## config.mk

```make
export PLATFORM = sky130hd
export DESIGN_NAME = burst_memory_responder
export DESIGN_NICKNAME = d
export VERILOG_FILES = /design/src/rtl/burst_memory_responder.sv
export SDC_FILE = /design/constraint.sdc
export NUM_CORES = 2
export LEC_CHECK = 0
export CAP_MARGIN = 30
export CORE_MARGIN = 2
export CORE_UTILIZATION = 36
export CTS_CLUSTER_SIZE = 20
export DETAILED_ROUTE_END_ITERATION = 12
export PLACE_DENSITY = 0.51
export REMOVE_ABC_BUFFERS = 1
export SYNTH_ARGS = -nofsm -noshare
export SYNTH_HDL_FRONTEND = slang
export SYNTH_SLANG_ARGS = --single-unit
```

## constraint.sdc

```tcl
create_clock -name clk -period 7.95 [get_ports clk]
set_clock_uncertainty 0.2 [all_clocks]
set_input_delay 1.59 -clock clk [delete_from_list [all_inputs] [get_ports clk]]
set_output_delay 1.59 -clock clk [all_outputs]
set_load 0.005 [all_outputs]
```

## src/rtl/burst_memory_responder.sv

```systemverilog
// Burst memory responder: 2^ADDR_BITS lines of 256 bits moved as four 64-bit beats after LATENCY wait cycles.
// Optional protocol checking is enabled by defining BURST_MEM_PROTOCOL_CHECK_EN.
module burst_memory_responder #(
    parameter int ADDR_BITS = 4,
    parameter int LATENCY   = 3
) (
    input  logic        clk,
    input  logic        reset_n,
    input  logic [31:0] address_i,
    input  logic        read_i,
    input  logic        write_i,
    input  logic [63:0] burst_i,
    output logic [63:0] burst_o,
    output logic        resp_o,
    output logic        err_o
);

    typedef enum logic [1:0] {IDLE, LAT, BEAT, DONE} state_t;

    localparam int WORDS = 1 << (ADDR_BITS + 2);
    localparam logic [3:0] LAT_LOAD = 4'(LATENCY > 0 ? LATENCY - 1 : 0);

    state_t                 state_reg, state_next;
    logic [3:0]             lat_cnt_reg, lat_cnt_next;
    logic [1:0]             beat_reg, beat_next;
    logic [ADDR_BITS-1:0]   idx_reg, idx_next;
    logic                   op_rd_reg, op_rd_next;

    // Storage is one 64-bit word per beat, addressed {line index, beat}
    logic [63:0]            mem [WORDS];
    logic [63:0]            rdata_reg;
    logic [ADDR_BITS+1:0]   rd_addr;
    logic [ADDR_BITS+1:0]   wr_addr;
    logic                   wr_en;

    always_ff @(posedge clk or negedge reset_n) begin
        if (!reset_n) begin
            state_reg   <= IDLE;
            lat_cnt_reg <= '0;
            beat_reg    <= '0;
            idx_reg     <= '0;
            op_rd_reg   <= 1'b0;
        end else begin
            state_reg   <= state_next;
            lat_cnt_reg <= lat_cnt_next;
            beat_reg    <= beat_next;
            idx_reg     <= idx_next;
            op_rd_reg   <= op_rd_next;
        end
    end

    always_comb begin
        state_next   = state_reg;
        lat_cnt_next = lat_cnt_reg;
        beat_next    = beat_reg;
        idx_next     = idx_reg;
        op_rd_next   = op_rd_reg;
        case (state_reg)
            IDLE: begin
                if (read_i || write_i) begin
                    idx_next   = address_i[ADDR_BITS+4:5];
                    op_rd_next = read_i;
                    if (LATENCY == 0) begin
                        state_next = BEAT;
                    end else begin
                        state_next   = LAT;
                        lat_cnt_next = LAT_LOAD;
                    end
                end
            end
            LAT: begin
                if (lat_cnt_reg == 4'd0) begin
                    state_next = BEAT;
                end else begin
                    lat_cnt_next = lat_cnt_reg - 4'd1;
                end
            end
            BEAT: begin
                beat_next = beat_reg + 2'd1;
                if (beat_reg == 2'd3) begin
                    state_next = DONE;
                end
            end
            DONE:    state_next = IDLE;
            default: state_next = IDLE;
        endcase
    end

    // The read port looks one cycle ahead so each beat's word is already registered when the beat starts
    assign rd_addr = {idx_next, beat_next};
    assign wr_addr = {idx_reg, beat_reg};
    assign wr_en   = (state_reg == BEAT) && !op_rd_reg;

    always_ff @(posedge clk) begin
        if (wr_en) begin
            mem[wr_addr] <= burst_i;
        end
        rdata_reg <= mem[rd_addr];
    end

    assign resp_o  = (state_reg == BEAT);
    assign burst_o = (state_reg == BEAT && op_rd_reg) ? rdata_reg : 64'd0;

    logic unused_addr_bits;
    assign unused_addr_bits = ^{address_i[4:0], address_i[31:ADDR_BITS+5]};

`ifdef BURST_MEM_PROTOCOL_CHECK_EN
    logic        err_reg;
    logic [26:0] line_addr_reg;
    logic        req_held;

    assign req_held = op_rd_reg ? read_i : write_i;

    always_ff @(posedge clk or negedge reset_n) begin
        if (!reset_n) begin
            err_reg       <= 1'b0;
            line_addr_reg <= '0;
        end else begin
            if (state_reg == IDLE && (read_i || write_i)) begin
                line_addr_reg <= address_i[31:5];
                if (read_i && write_i) begin
                    err_reg <= 1'b1;
                end
            end
            if ((state_reg == LAT || state_reg == BEAT) &&
                (!req_held || address_i[31:5] != line_addr_reg)) begin
                err_reg <= 1'b1;
            end
        end
    end

    assign err_o = err_reg;
`else
    assign err_o = 1'b0;
`endif

endmodule

```

==> run_results.csv <==
group,metric,value,unit
yosys,seq_area_frac_synth,0.7810,
die,fp.coreArea,441500,µm²
power_and_ir_drop,switching_power,24.76,mW
clock_tree,cts_buffer_depth,4,
yosys,syn_avg_cell_area,19.60,µm²
placement,hpwlAfterDp,266.6,mm
worst_setup_path,path_class,"reg2out",
grt,grt_pass1_vias,84272,
timing,min_period,5.721,ns
worst_setup_path,worstPathArrival,3.93,ns
yosys,synth_edf_count,4096,
clock_tree,clk_latency,1.01,ns
power_and_ir_drop,pwr-share-comb,0.367,
clock_tree,cts_num_sinks,4173,
cells_and_area,seq_area,124600,µm²
timing,hold_viol,0,
worst_setup_path,start_kind,"register",
die,start_util,0.3614,
min_path,hold_path_class,"reg2reg",
timing,layout_setup_ws,2.229,ns
die,rows,244,
routing,via_count,84645,
power_and_ir_drop,ir_drop,563.8,µV
die,ios,166,
clock_tree,post_cts_buffers,0,
yosys,synthDistinctLibCells,68,
routing,drt_pre_antenna_iters,5,
die,die_h,669.7,µm
timing,max_slew_margin,0.2231,
cells_and_area,fillCellCount,38941,
placement,placed_cells,13988,
clock_tree,cts_htree_levels,5,
worst_setup_path,required,6.16,ns
timing,setup_viol,0,
clock_tree,cts_inserted_buffers,443,
die,dieArea,448500,µm²
placement,port_buffers,136,
grt,grt_max_degree,120,
worst_setup_path,cp_max_fo,44,
cells_and_area,final_util,0.4189,
yosys,syn_inst,8139,
routing,viasPerCell,5.693,
power_and_ir_drop,finalPower,71.86,mW
routing,wire_per_inst,33.83,µm
clock_tree,tritoncts,"built",
routing,postRouteAntennaNets,0,
routing,routed_wl,503.0,mm
timing,finalCritPeriodShare,0.7196,
placement,place_area,169600,µm²
power_and_ir_drop,pwr_density_cell,388.6,nW/µm²
timing,whs,0.3571,ns
yosys,ys_seq_elements,4173,
clock_tree,path_clk_slew,0.06,ns
power_and_ir_drop,p_int,47.10,mW
cells_and_area,layout-drive-gt1-share,0.2191,
yosys,syn_area,159600,µm²
power_and_ir_drop,power.share.clock,0.285,
die,die_x,669.7,µm
timing,rsz0062_at_grt,"no",
placement,place_ws,1.598,ns
clock_tree,cts_resized,0,
yosys,synthArstFlopShare,0.003115,
flow_run,cap_violations,0,
worst_setup_path,end_kind,"output port",
yosys,synth_ff_type,"edfxtp_1",
routing,dr.first_iter.drc_count,10023,
cells_and_area,final_nets,8678,
cells_and_area,final_cell_area,184900,µm²
power_and_ir_drop,p_seq_frac,0.348,
grt,grtUsageTotal,0.2197,
routing,drc,0,
run_status,outcome,"complete, no violations",
cells_and_area,multi_input_area,33310,µm²
placement,gp_congestion,0.7768,
power_and_ir_drop,sw_frac_of_total,0.3446,
timing,fmax,174.8,MHz
cells_and_area,syn2layout_area_growth,15.89,%
grt,grt_pass1_wl,690.8,mm
clock_tree,root_buffer,"clkbuf_16",
clock_tree,cts_hold_buf,0,
grt,gr-total-overflow,0,
timing,drv_slew,0,
timing,setup_tns,0,ns
cells_and_area,largest_register_ffs,4096,
yosys,ys_warn_count,0,
power_and_ir_drop,leakage,58.92,nW
timing,worst_pin_slew,1.165,ns
grt,grt_antenna_before_repair,41,
cells_and_area,final_cell_count_no_fill,14867,
## cells in the mapped netlist, types with 4 or more instances
cell type | number | area [µm²]
edfxtp_1 | 4096 | 123000
nand2_1 | 1172 | 4399
mux4_2 | 831 | 18720
nand3_1 | 381 | 1907
mux2i_1 | 188 | 1882
buf_2 | 178 | 890.9
clkbuf_1 | 156 | 585.6
a21oi_1 | 150 | 750.7
and3_1 | 132 | 825.8
nor2_1 | 123 | 461.7
a31oi_1 | 112 | 700.7
buf_4 | 66 | 495.5
dfxtp_1 | 64 | 1281
buf_1 | 62 | 232.7
o21ai_0 | 49 | 245.2
a22oi_1 | 44 | 330.3
a221oi_1 | 38 | 332.8
a32oi_1 | 32 | 280.3
a211oi_1 | 24 | 180.2
a311oi_1 | 21 | 183.9
nor3_1 | 19 | 95.09
nand4_1 | 18 | 112.6
nor4_1 | 17 | 106.4
o211ai_1 | 17 | 127.6
dfrtp_1 | 13 | 325.3
inv_1 | 11 | 41.29
o22ai_1 | 11 | 68.82
a22o_1 | 9 | 78.83
or3_1 | 9 | 56.30
ha_1 | 8 | 100.1
a21o_1 | 7 | 52.55
mux2_2 | 6 | 67.56
o221ai_1 | 5 | 43.79
o41ai_1 | 5 | 43.79
and2_1 | 4 | 25.02
inv_2 | 4 | 15.01
o22a_1 | 4 | 35.03
## final timing paths
kind	start	end	slack, ns	depth (start not counted)
min in group asynchronous	reset_n	lat_cnt_reg[2]$_DFFE_PN0P_	0.89	1
max in group asynchronous	reset_n	op_rd_reg$_DFFE_PN0P_	6.06	1
worst min register to register	lat_cnt_reg[0]$_DFFE_PN0P_	lat_cnt_reg[0]$_DFFE_PN0P_	0.36	1
worst max register to register	state_reg[0]$_DFFE_PN0P_	mem[43][50]$_DFFE_PP_	2.94	6
worst max-delay path	state_reg[0]$_DFFE_PN0P_	burst_o[34]	2.23	5
worst min-delay path	lat_cnt_reg[0]$_DFFE_PN0P_	lat_cnt_reg[0]$_DFFE_PN0P_	0.36	1
## cells by family after synthesis
family | after synthesis | share of synthesized area
other | 1 | 0.00002350
and+or+nand+nor | 1893 | 0.05092
buffers and inverters | 479 | 0.01431
xor gates and xnor gates | 1 | 0.0001725
adders and majority gates | 8 | 0.0006274
AOI/OAI and AO/OA | 558 | 0.02337
DFF | 4173 | 0.7810
muxes | 1026 | 0.1296
## area by class of cell
cell class	instances	share of cell area
Timing Repair Buffer	450	0.02717
Tap cell	5904	0.03995
Inverter	15	0.0004398
Antenna cell	18	0.0002436
Clock buffer	586	0.06577
Sequential cell	4173	0.6739
Multi-Input combinational cell	3487	0.1801
Clock inverter	234	0.01242
## power by group through the flow
stage,clock (mW),combinational (mW),sequential (mW)
final,20.5,26.4,25.0
after detailed placement,0,26.6,25.5
after global placement,0,26.4,25.5
after floorplan,0,16.4,25.2
after CTS,20.8,26.7,25.0
after global routing,21.6,28.1,25.0
## critical path: stages (launching register included)
cell             delay (ns)
dfrtp_1                0.40
inv_1                  0.18
ha_4                   0.55
buf_4                  0.71
and3_1                 0.44
clkdlybuf4s50_1        0.58
## cell usage in the layout, fill, tap and decap left out, types with 8 or more instances in the layout
cell	n
clkinvlp_4	8
dfrtp_1	12
buf_2	64
clkinv_16	9
a32oi_1	32
or3_1	9
a221oi_1	38
mux4_2	831
nand4_1	18
a31oi_1	112
a311oi_1	21
inv_1	9
clkbuf_8	39
bufinv_16	34
o22ai_1	11
dfxtp_1	64
buf_12	107
nand3_1	381
mux2i_1	184
a21oi_1	150
and3_1	132
nor2_4	72
a211oi_1	24
a22o_1	9
nor3_1	19
o211ai_1	17
a22oi_1	44
clkbuf_16	450
o21ai_0	49
edfxtp_1	4096
clkinv_2	93
nor2_1	49
clkbuf_1	97
nand2_1	1168
buf_4	192
diode_2	18
nor4_1	17
buf_16	14
clkinv_1	78
clkdlybuf4s50_1	72
## per-layer routing
| layer | wire, µm | track usage | vias up |
|---|---|---|---|
| met5 | 32 | 0 | - |
| met4 | 16290 | 0.06862 | 6 |
| met3 | 34480 | 0.03138 | 778 |
| met2 | 243400 | 0.3610 | 3464 |
| met1 | 208800 | 0.3035 | 46491 |
| li1 | - | - | 33906 |
Power figures use the tool's default switching activity.
